===== src/rtl/lane_rr_scheduler_pkg.sv =====
// Shared constants and the round-robin priority helper for the four-lane merge scheduler.
package lane_rr_scheduler_pkg;

  localparam int NLANES    = 4;
  localparam int LANE_W    = 2;
  localparam int DATA_W_DEF = 8;
  localparam int DEPTH_DEF  = 4;

  typedef logic [LANE_W-1:0] lane_t;

  // First requesting lane strictly after 'last', wrapping; 'last' itself is lowest priority.
  function automatic lane_t rr_next(input lane_t last, input logic [NLANES-1:0] req);
    lane_t idx;
    rr_next = last;
    for (int k = NLANES; k >= 1; k--) begin
      idx = last + LANE_W'(k);
      if (req[idx]) rr_next = idx;
    end
  endfunction

endpackage


===== src/rtl/lane_rr_scheduler_if.sv =====
// Lane inputs, consumer handshake and status bundle of the lane merge scheduler.
interface lane_rr_scheduler_if
  import lane_rr_scheduler_pkg::*;
#(
  parameter int DATA_W = DATA_W_DEF
);
  logic [DATA_W-1:0] in0;
  logic [DATA_W-1:0] in1;
  logic [DATA_W-1:0] in2;
  logic [DATA_W-1:0] in3;
  logic [NLANES-1:0] validin;
  logic              ready_in;
  logic [DATA_W-1:0] data_out;
  logic              valid_out;
  logic [LANE_W-1:0] lane_out;
  logic [NLANES-1:0] fifo_empty;
  logic [NLANES-1:0] fifo_full;
  logic [NLANES-1:0] overflow;

  modport master (
    output in0, in1, in2, in3, validin, ready_in,
    input  data_out, valid_out, lane_out, fifo_empty, fifo_full, overflow
  );

  modport slave (
    input  in0, in1, in2, in3, validin, ready_in,
    output data_out, valid_out, lane_out, fifo_empty, fifo_full, overflow
  );
endinterface


===== src/rtl/lane_rr_scheduler_lane_fifo.sv =====
// Per-lane byte FIFO: combinational head read, push accepted when full if a pop happens the same edge.
module lane_fifo
  import lane_rr_scheduler_pkg::*;
#(
  parameter int DATA_W = DATA_W_DEF,
  parameter int DEPTH  = DEPTH_DEF
) (
  input  logic              clk,
  input  logic              reset,
  input  logic              push,
  input  logic [DATA_W-1:0] din,
  input  logic              pop,
  output logic [DATA_W-1:0] dout,
  output logic              empty,
  output logic              full
);
  localparam int PTR_W = $clog2(DEPTH);

  logic [DATA_W-1:0] mem_q [DEPTH];
  logic [PTR_W-1:0]  wr_ptr_q, wr_ptr_d;
  logic [PTR_W-1:0]  rd_ptr_q, rd_ptr_d;
  logic [PTR_W:0]    count_q, count_d;
  logic              push_ok, pop_ok;

  assign empty   = (count_q == '0);
  assign full    = (count_q == (PTR_W+1)'(DEPTH));
  assign pop_ok  = pop && !empty;
  assign push_ok = push && (!full || pop_ok);
  assign dout    = mem_q[rd_ptr_q];

  always_comb begin
    wr_ptr_d = wr_ptr_q;
    rd_ptr_d = rd_ptr_q;
    count_d  = count_q;
    if (push_ok) wr_ptr_d = wr_ptr_q + 1'b1;
    if (pop_ok)  rd_ptr_d = rd_ptr_q + 1'b1;
    case ({push_ok, pop_ok})
      2'b10:   count_d = count_q + 1'b1;
      2'b01:   count_d = count_q - 1'b1;
      default: count_d = count_q;
    endcase
  end

  always_ff @(posedge clk) begin
    if (reset) begin
      wr_ptr_q <= '0;
      rd_ptr_q <= '0;
      count_q  <= '0;
    end else begin
      wr_ptr_q <= wr_ptr_d;
      rd_ptr_q <= rd_ptr_d;
      count_q  <= count_d;
    end
  end

  // Storage needs no reset; stale entries are unreachable once the pointers clear.
  always_ff @(posedge clk) begin
    if (push_ok) mem_q[wr_ptr_q] <= din;
  end

endmodule


===== src/rtl/lane_rr_scheduler.sv =====
// Merges four byte lanes through per-lane FIFOs and a round-robin arbiter into one registered valid/ready output.
module lane_rr_scheduler
  import lane_rr_scheduler_pkg::*;
#(
  parameter int DATA_W = DATA_W_DEF,
  parameter int DEPTH  = DEPTH_DEF
) (
  input logic                 clk,
  input logic                 reset,
  lane_rr_scheduler_if.slave  bus
);
  logic [DATA_W-1:0] lane_din  [NLANES];
  logic [DATA_W-1:0] lane_dout [NLANES];
  logic [NLANES-1:0] empty, full, pop;

  logic [DATA_W-1:0] data_q, data_d;
  logic              valid_q, valid_d;
  lane_t             lane_q, lane_d;
  lane_t             last_grant_q, last_grant_d;
  logic [NLANES-1:0] overflow_q, overflow_d;

  logic              load, any_req;
  lane_t             grant;

  assign lane_din[0] = bus.in0;
  assign lane_din[1] = bus.in1;
  assign lane_din[2] = bus.in2;
  assign lane_din[3] = bus.in3;

  assign load    = !valid_q || bus.ready_in;
  assign any_req = |(~empty);
  assign grant   = rr_next(last_grant_q, ~empty);

  generate
    for (genvar gi = 0; gi < NLANES; gi++) begin : g_lane
      assign pop[gi] = load && any_req && (grant == LANE_W'(gi));

      lane_fifo #(
        .DATA_W (DATA_W),
        .DEPTH  (DEPTH)
      ) u_fifo (
        .clk   (clk),
        .reset (reset),
        .push  (bus.validin[gi]),
        .din   (lane_din[gi]),
        .pop   (pop[gi]),
        .dout  (lane_dout[gi]),
        .empty (empty[gi]),
        .full  (full[gi])
      );
    end
  endgenerate

  always_comb begin
    data_d       = data_q;
    valid_d      = valid_q;
    lane_d       = lane_q;
    last_grant_d = last_grant_q;
    // A drop happens only when the lane is full and is not draining on the same edge.
    overflow_d   = overflow_q | (bus.validin & full & ~pop);
    if (load) begin
      if (any_req) begin
        data_d       = lane_dout[grant];
        lane_d       = grant;
        valid_d      = 1'b1;
        last_grant_d = grant;
      end else begin
        valid_d      = 1'b0;
      end
    end
  end

  always_ff @(posedge clk) begin
    if (reset) begin
      data_q       <= '0;
      valid_q      <= 1'b0;
      lane_q       <= '0;
      last_grant_q <= LANE_W'(NLANES - 1);
      overflow_q   <= '0;
    end else begin
      data_q       <= data_d;
      valid_q      <= valid_d;
      lane_q       <= lane_d;
      last_grant_q <= last_grant_d;
      overflow_q   <= overflow_d;
    end
  end

  assign bus.data_out   = data_q;
  assign bus.valid_out  = valid_q;
  assign bus.lane_out   = lane_q;
  assign bus.fifo_empty = empty;
  assign bus.fifo_full  = full;
  assign bus.overflow   = overflow_q;

endmodule


===== src/flat_wrapper.sv =====
// flat-port wrapper written by rule: the top's interface ports become plain ports
module lane_rr_scheduler_flat import lane_rr_scheduler_pkg::*;
#(
  parameter int DATA_W = DATA_W_DEF,
  parameter int DEPTH  = DEPTH_DEF
)
  (clk, reset, bus_in0, bus_in1, bus_in2, bus_in3, bus_validin, bus_ready_in, bus_data_out, bus_valid_out, bus_lane_out, bus_fifo_empty, bus_fifo_full, bus_overflow);
  lane_rr_scheduler_if #(.DATA_W(DATA_W)) bus_i ();
  input logic clk;
  input logic reset;
  input wire logic [$bits(bus_i.in0)-1:0] bus_in0;
  input wire logic [$bits(bus_i.in1)-1:0] bus_in1;
  input wire logic [$bits(bus_i.in2)-1:0] bus_in2;
  input wire logic [$bits(bus_i.in3)-1:0] bus_in3;
  input wire logic [$bits(bus_i.validin)-1:0] bus_validin;
  input wire logic [$bits(bus_i.ready_in)-1:0] bus_ready_in;
  output wire logic [$bits(bus_i.data_out)-1:0] bus_data_out;
  output wire logic [$bits(bus_i.valid_out)-1:0] bus_valid_out;
  output wire logic [$bits(bus_i.lane_out)-1:0] bus_lane_out;
  output wire logic [$bits(bus_i.fifo_empty)-1:0] bus_fifo_empty;
  output wire logic [$bits(bus_i.fifo_full)-1:0] bus_fifo_full;
  output wire logic [$bits(bus_i.overflow)-1:0] bus_overflow;
  assign bus_i.in0 = bus_in0;
  assign bus_i.in1 = bus_in1;
  assign bus_i.in2 = bus_in2;
  assign bus_i.in3 = bus_in3;
  assign bus_i.validin = bus_validin;
  assign bus_i.ready_in = bus_ready_in;
  assign bus_data_out = bus_i.data_out;
  assign bus_valid_out = bus_i.valid_out;
  assign bus_lane_out = bus_i.lane_out;
  assign bus_fifo_empty = bus_i.fifo_empty;
  assign bus_fifo_full = bus_i.fifo_full;
  assign bus_overflow = bus_i.overflow;
  lane_rr_scheduler #(.DATA_W(DATA_W), .DEPTH(DEPTH)) u_core (.clk(clk), .reset(reset), .bus(bus_i));
endmodule

===== config.mk =====
export PLATFORM = sky130hd
export DESIGN_NAME = lane_rr_scheduler_flat
export DESIGN_NICKNAME = d
export VERILOG_FILES = /design/src/rtl/lane_rr_scheduler_pkg.sv /design/src/rtl/lane_rr_scheduler_if.sv /design/src/rtl/lane_rr_scheduler_lane_fifo.sv /design/src/rtl/lane_rr_scheduler.sv /design/src/flat_wrapper.sv
export SDC_FILE = /design/constraint.sdc
export NUM_CORES = 1
export LEC_CHECK = 0
export CORE_UTILIZATION = 45
export DETAILED_ROUTE_END_ITERATION = 6
export MAX_ROUTING_LAYER = met4
export SETUP_SLACK_MARGIN = 0.3
export SLEW_MARGIN = 30
export SYNTH_ARGS = -nofsm -noshare
export SYNTH_HDL_FRONTEND = slang
export SYNTH_HIERARCHICAL = 1
export SYNTH_SLANG_ARGS = --single-unit

===== constraint.sdc =====
create_clock -name clk -period 4.17 [get_ports clk]
set_input_delay 0.834 -clock clk [delete_from_list [all_inputs] [get_ports clk]]
set_output_delay 0.834 -clock clk [all_outputs]
set_load 0.01 [all_outputs]

### Yosys cells after proc, flatten, opt, wreduce, memory -nomap -nowiden

Memory sizes are Yosys's and may differ from the RTL's. A register that Yosys moved wholly into a read port is not among the register bits.
Index checks and enable logic that the tools add are counted.
W data, S select, Z words.

* add/subtract/negate cells: 19
* $lt $le $gt $ge: 4
* equal/unequal tests: 15
* multiplexer cells: 33
* bitwise logic cells: 6
* reduce and logical (&&, ||, !) cells: 38

Operator list (number)
* $pmux W3 S2: 4
* $mux W2: 11
* $add A2 B1 Y2 const B: 9
* $bmux W8 S2: 1
* $mux W8: 2
* $logic_and A1 B1 Y1: 13
* $add A3 B1 Y3 const B: 4
* $eq A2 B2 Y1 const B: 6
* $eq A3 B3 Y1 const B: 4
* $logic_not A3 Y1: 4
* $mux W1: 12
* $sub A3 B1 Y3 const B: 4
* $eq A2 B1 Y1 const B: 5
* $logic_not A1 Y1: 9
* $lt A2 B3 Y1 const B: 3
* $and A4 B4 Y4: 2
* $not A4 Y4: 2
* $reduce_bool A2 Y1: 4
* $bmux W1 S2: 3
* $logic_or A1 B1 Y1: 5
* $add A2 B2 Y2 const B: 2
* $or A4 B4 Y4: 1
* $reduce_or A4 Y1: 1
* $ge A3 B3 Y1 const B: 1
* other kinds (3): 3

* flip-flop bits (word level): 45
* memory bits (writable): 128
* logic and storage cells: 136
* memories: 4

Memory list
* u_core.g_lane[0].u_fifo.mem_q: depth 4, width 8, rd ports 1, clocked after Yosys merged registers in 1, write ports 1, RTL line lane_rr_scheduler_lane_fifo.sv:19 `logic [DATA_W-1:0] mem_q [DEPTH];`
* u_core.g_lane[1].u_fifo.mem_q: depth 4, width 8, rd ports 1, clocked after Yosys merged registers in 1, write ports 1, RTL line lane_rr_scheduler_lane_fifo.sv:19
* u_core.g_lane[2].u_fifo.mem_q: depth 4, width 8, rd ports 1, clocked after Yosys merged registers in 1, write ports 1, RTL line lane_rr_scheduler_lane_fifo.sv:19
* u_core.g_lane[3].u_fifo.mem_q: depth 4, width 8, rd ports 1, clocked after Yosys merged registers in 1, write ports 1, RTL line lane_rr_scheduler_lane_fifo.sv:19

### Longest topological paths before layout

* depth in word-level cells: 14
* mapped depth: 15
* depth with buffers taken out: 14

### Cells and area by module

The synthesis kept the hierarchy.

By module, submodules not included
* lane_fifo (u_core.g_lane[1].u_fifo ...): times used 2, cells each 101, area an instance 1691.6 um^2
* lane_fifo (u_core.g_lane[0].u_fifo ...): times used 2, cells each 96, area an instance 1645.3 um^2
* lane_rr_scheduler: times used 1, cells each 102, area an instance 989.7 um^2

### Worst setup path after synthesis

OpenSTA, ideal clock, no wires.

* kind: register -> register
* start point: register u_core.g_lane[2].u_fifo.count_q[1]
* end point: register u_core.g_lane[3].u_fifo.count_q[2]
* library setup time: 0.123 ns
* arrival: 3.245 ns
* setup slack: 0.802 ns
* cell stages (with the launch flop): 14
* path buffers: 2
* period minus slack after synthesis: 3.368 ns
* cells stage by stage: dfxtp_1 -> nor3_1 -> nand2b_1 -> o32a_1 -> and2_4 -> buf_12 -> buf_12 -> nor3_4 -> o31a_1 -> nand2b_1 -> fa_1 -> nand2b_1 -> o31ai_2 -> mux2_1

* word-level cells in the longest chain between the ends: 14

RTL lines
* start, declared: RTL line lane_rr_scheduler_lane_fifo.sv:22 `logic [PTR_W:0] count_q, count_d;`
* start signal, assigned: RTL line lane_rr_scheduler_lane_fifo.sv:52 `count_q <= count_d;`
* $logic_not A3 Y1 *: RTL line lane_rr_scheduler_lane_fifo.sv:25 `assign empty = (count_q == '0);`
* via bus_fifo_empty[2]: RTL line flat_wrapper.sv:20 `output wire logic [$bits(bus_i.fifo_empty)-1:0] bus_fifo_empty;`
* $not A4 Y4 *: RTL line lane_rr_scheduler.sv:31, lane_rr_scheduler.sv:32
* $bmux W1 S2: RTL line lane_rr_scheduler_pkg.sv:17 `if (req[idx]) rr_next = idx;`
* $mux W1 (not written as such): RTL line lane_rr_scheduler_pkg.sv:17
* $mux W2 (3 in series): RTL line lane_rr_scheduler_pkg.sv:17
* $eq A2 B2 Y1: RTL line lane_rr_scheduler.sv:36 `assign pop[gi] = load && any_req && (grant == LANE_W'(gi));`
* $logic_and A1 B1 Y1 *: RTL line lane_rr_scheduler.sv:36
* via u_core.pop[3]: RTL line lane_rr_scheduler.sv:14 `logic [NLANES-1:0] empty, full, pop;`
* $logic_and A1 B1 Y1 *: RTL line lane_rr_scheduler_lane_fifo.sv:27 `assign pop_ok = pop && !empty;`
* $logic_or A1 B1 Y1: RTL line lane_rr_scheduler_lane_fifo.sv:28 `assign push_ok = push && (!full || pop_ok);`
* $logic_and A1 B1 Y1: RTL line lane_rr_scheduler_lane_fifo.sv:28
* $eq A2 B1 Y1 / $eq A2 B2 Y1 (equally long branches): RTL line lane_rr_scheduler_lane_fifo.sv:37 `case ({push_ok, pop_ok})`
* $pmux W3 S2 / $reduce_bool A2 Y1 (equally long branches)
* end signal, assigned: RTL line lane_rr_scheduler_lane_fifo.sv:52
* end, declared: RTL line lane_rr_scheduler_lane_fifo.sv:22

Mark *: on every way through the listed nets, which the timed path passes. The rest lies on a longest branch. The select of a mux whose other input is x is not followed.
A chain may end at the register's enable or synchronous reset.

### Worst setup path in the final report

* start point: register u_core.g_lane[1].u_fifo.count_q[0]
* end point: register u_core.g_lane[1].u_fifo.count_q[2]

* word-level cells in the longest chain between the ends: 14

RTL lines (RTL line)
* start, declared: lane_rr_scheduler_lane_fifo.sv:22
* start signal, assigned: lane_rr_scheduler_lane_fifo.sv:52
* $logic_not A3 Y1 *: lane_rr_scheduler_lane_fifo.sv:25
* $not A4 Y4 *: lane_rr_scheduler.sv:31, lane_rr_scheduler.sv:32
* $bmux W1 S2: lane_rr_scheduler_pkg.sv:17
* $mux W1 (not written as such): lane_rr_scheduler_pkg.sv:17
* $mux W2 (3 in series): lane_rr_scheduler_pkg.sv:17
* $eq A2 B1 Y1: lane_rr_scheduler.sv:36
* $logic_and A1 B1 Y1 *: lane_rr_scheduler.sv:36
* via u_core.pop[1]: lane_rr_scheduler.sv:14
* $logic_and A1 B1 Y1 *: lane_rr_scheduler_lane_fifo.sv:27
* $logic_or A1 B1 Y1: lane_rr_scheduler_lane_fifo.sv:28
* $logic_and A1 B1 Y1: lane_rr_scheduler_lane_fifo.sv:28
* $eq A2 B1 Y1 / $eq A2 B2 Y1 (equally long branches): lane_rr_scheduler_lane_fifo.sv:37
* $pmux W3 S2 / $reduce_bool A2 Y1 (equally long branches)

Marks and branches as above.

==> metrics <==
total DRC errors in the routed layout 0; Vias/cell around 5.3; Post-Synth XOR/XNOR Area under 10%; data arrival time at the worst-slack endpoint approximately 4 ns; main combinational cell family by area after synthesis multiplexers; FF/Latch Area 0.00490 mm2; routed wire length around 14 mm; weighted congestion reported at the end of routability-driven placement 0.768; Die W 133 um; outcome finished, final reports clean; CP Launch Type register; number of buffers inserted for hold repair after clock tree synthesis 0; clock latency on the worst-skew pair about 0.42 ns; routed vias between 4000 and 5000; portion of the clock cycle consumed by the worst path in the final layout 86.0%; setup repair after global routing missed its margin false; Req. time, crit path 4.48 ns; Worst Path Max Fanout 19; Hold WC Path Type register to register; Area growth, synth to finish 17.8%; number of flops mapped to enable cells by yosys between 100 and 150; number of buffers added for setup after CTS 0; number of nets produced by synthesis ~560; final setup slack of the worst path ~0.58 ns; pin count of the biggest net entering global routing 35; HPWL Detailed between 10 and 15 mm; Initial DRT Pass Iterations 5; placement-stage worst setup slack ~0.37 ns; final instance count without filler cells just under 800; Setup Viol. Count Final 0; number of ports placed on the die boundary 62; CTS tree done; number of buffers created by CTS 17; total standard cell area after synthesis 0.00766 mm2; transition time of the tightest slew-check pin 0.669 ns; Initial Utilization between 40 and 50%; via count of the first global-routing pass approximately 4200; CP max-delay cell sky130_fd_sc_hd__dfxtp_1; cell chain of the critical path nor3_1 -> buf_4 -> nor2b_2 -> o32a_1 -> and2_4 -> nor3_4 -> o31a_1 -> nand2b_1 -> fa_1 -> nand2b_1 -> o31ai_2 -> mux2_1; DRC marker count from the first detailed-route iteration 255; endpoints failing hold 0; total leakage power between 0.003 and 0.004 uW; Unique masters post-synth 55; number of standard cells after synthesis 496; arithmetic-cell share of the synthesized area counting full adders, half adders and majority gates 3.98%; Overflow after GRT 0; reg-to-reg setup timing slack between 0.5 and 0.6 ns; proportion of synthesized chip area in sequential cells ~64%; post-cts resize count 0; final critical-path required period ~3.6 ns; Synth top area share 50.2%; share of final-layout standard cells stronger than drive strength 1 between 10% and 20%; TritonCTS Sinks 181; summed negative setup slack over all endpoints 0 ns; most frequent cell after synthesis sky130_fd_sc_hd__edfxtp_1; row count 47; number of routed nets with antenna violations 0; final-layout fill cell count between 1000 and 1500; root buf cell sky130_fd_sc_hd__clkbuf_16; CP most frequent cell sky130_fd_sc_hd__nand2b_1; most used flip-flop cell after synthesis sky130_fd_sc_hd__edfxtp_1; Post-Route Skew ~0.0077 ns; worst-case clock buffer depth 2; tightest slew margin relative to the limit 55.1%; cell taking the most area after synthesis sky130_fd_sc_hd__edfxtp_1; synthesized-area fraction occupied by ao, oa, aoi and oai cells ~5.3%; NumNets Final 620; kind of end point of the critical path register; Yosys Warn Count 6; dpl cells 760; total global routing track utilization 18.2%; max-cap viol count 0; multiplexer share of the synthesized area 12.7%; flip-flop and latch count after synthesis around 180; slowest stage delay, CP roughly 0.5 ns; highest ir drop seen on vdd about 0.47 mV; Final Hold Slack 0.453 ns; number of antenna violations at the first check in global routing 1; mean instance size in the synthesized netlist 15.5 um2; count of pins over their slew limit 0; # H-tree levels 4; total power density per cell area between 600 and 700 mW/mm2; core footprint between 0.015 and 0.02 mm2; cells taking the most area after synthesis sky130_fd_sc_hd__edfxtp_1 (50%), sky130_fd_sc_hd__dfxtp_1 (14%), sky130_fd_sc_hd__mux4_2 (9.4%); detailed-route wire length per cell between 15 and 20 um; list of most frequent post-synthesis cells sky130_fd_sc_hd__edfxtp_1 (128), sky130_fd_sc_hd__dfxtp_1 (53), sky130_fd_sc_hd__inv_1 (32), sky130_fd_sc_hd__mux4_2 (32), sky130_fd_sc_hd__nor2_1 (32); Post-Synth Simple-Gate Area about 8.9%; Max Fclk ~280 MHz; share of synthesized registers carrying an async set or reset 0%; buffers added on ports a little over 60; die extent in y ~130 um; first-pass GRT wire length roughly 23 mm; area taken by multi-input logic gates between 0.002 and 0.003 mm2; Reg clk slew, reported paths ~0.06 ns; category of the most critical setup path register to register; total die area roughly 0.018 mm2
## power by group
| part | switching, uW | leakage [uW] | total [uW] | internal [uW] |
|---|---|---|---|---|
| Sequential | 237 | 0.00161 | 2430 | 2190 |
| Clock | 639 | 0.000277 | 1550 | 916 |
| Combinational | 1120 | 0.00121 | 2060 | 934 |
## layout by cell type, fill, tap and decap left out, types with 3 or more instances in the layout
cell,synthesis,layout
sky130_fd_sc_hd__xor2_1,12,12
sky130_fd_sc_hd__xnor2_1,4,4
sky130_fd_sc_hd__clkinvlp_4,0,3
sky130_fd_sc_hd__ha_1,18,18
sky130_fd_sc_hd__o21ai_1,4,4
sky130_fd_sc_hd__inv_1,32,32
sky130_fd_sc_hd__edfxtp_1,128,128
sky130_fd_sc_hd__a21oi_1,12,12
sky130_fd_sc_hd__clkinv_4,0,3
sky130_fd_sc_hd__nand2b_1,13,13
sky130_fd_sc_hd__nor2b_2,3,3
sky130_fd_sc_hd__and2_2,8,8
sky130_fd_sc_hd__nand3_1,5,5
sky130_fd_sc_hd__clkdlybuf4s50_1,0,60
sky130_fd_sc_hd__and2_1,10,10
sky130_fd_sc_hd__dfxtp_1,53,53
sky130_fd_sc_hd__mux4_2,32,32
sky130_fd_sc_hd__nor3_1,6,6
sky130_fd_sc_hd__buf_4,0,4
sky130_fd_sc_hd__fa_1,4,4
sky130_fd_sc_hd__nor2_1,32,32
sky130_fd_sc_hd__clkbuf_16,0,17
sky130_fd_sc_hd__o221ai_1,8,8
sky130_fd_sc_hd__nand2_1,8,8
sky130_fd_sc_hd__mux2i_1,20,20
sky130_fd_sc_hd__nand3b_1,12,12
sky130_fd_sc_hd__o21ai_0,4,4
## per-stage QoR
stage	instance area [um2]	util, %	total power [uW]
after floorplan	7660	-	3990
after global placement	8440	50.9	4490
after detailed placement	8440	50.9	4530
after CTS	9030	54.4	6110
after global routing	9030	54.5	6380
final	9030	54.5	6040
## registers in the layout (all words and copies together), names as in the netlist, named ones only
| register | flops |
|---|---|
| u_core/bus.overflow | 4 |
| u_core/bus.lane_out | 2 |
| u_core/last_grant_q | 2 |
| u_core/g_lane.u_fifo/count_q | 12 |
| u_core/g_lane.u_fifo/mem_q | 128 |
| u_core/bus.valid_out | 1 |
| u_core/g_lane.u_fifo/wr_ptr_q | 8 |
| u_core/g_lane.u_fifo/rd_ptr_q | 8 |
| u_core/bus.data_out | 8 |
## cell families (layout without fill, tap and decap cells)
kind of cell / count (synthesis) / after routing
flip-flops: 181 / 181
AND/OR/NAND/NOR: 113 / 113
multiplexers: 56 / 56
AO/OA/AOI/OAI: 55 / 55
buffers and inverters: 53 / 129
adder cells (fa/ha/maj): 22 / 22
XOR/XNOR: 16 / 16
other: 0 / 1
## final cells by class
cell class                      count  area share (%)
Clock buffer                       21            5.10
Multi-Input combinational cell    262            27.7
Sequential cell                   181            54.3
Antenna cell                        1          0.0277
Clock inverter                     11            1.40
Inverter                           32            1.33
Timing Repair Buffer               65            7.04
Tap cell                          220            3.05
## path summary, 6_finish.rpt
kind                                                         from  cells past startpoint                                         endpoint
setup / recovery  u_core/g_lane[1].u_fifo/count_q[0]$_SDFFE_PP0P_                     12  u_core/g_lane[1].u_fifo/count_q[2]$_SDFFE_PP0P_
hold / removal                  u_core/bus.overflow[0]$_SDFF_PP0_                      2                u_core/bus.overflow[0]$_SDFF_PP0_
setup reg to reg  u_core/g_lane[1].u_fifo/count_q[0]$_SDFFE_PP0P_                     12  u_core/g_lane[1].u_fifo/count_q[2]$_SDFFE_PP0P_
hold reg to reg                 u_core/bus.overflow[0]$_SDFF_PP0_                      2                u_core/bus.overflow[0]$_SDFF_PP0_
## critical path: cells and delay by family (launching register included)
| family | cells | cell delay, ns |
|---|---|---|
| AOI/OAI and AO/OA | 3 | 0.88 |
| muxes | 1 | 0.33 |
| DFF | 1 | 0.50 |
| buffers and inverters | 1 | 0.17 |
| adders and majority gates | 1 | 0.38 |
| and+or+nand+nor | 6 | 1.20 |
## routing by layer
metal | wire, um | GRT usage (%)
met1 | 6700 | 24.0
met2 | 6950 | 27.9
met3 | 546 | 3.56
met5 | 0 | -
met4 | 185 | 7.09
Power figures use the tool's default switching activity.
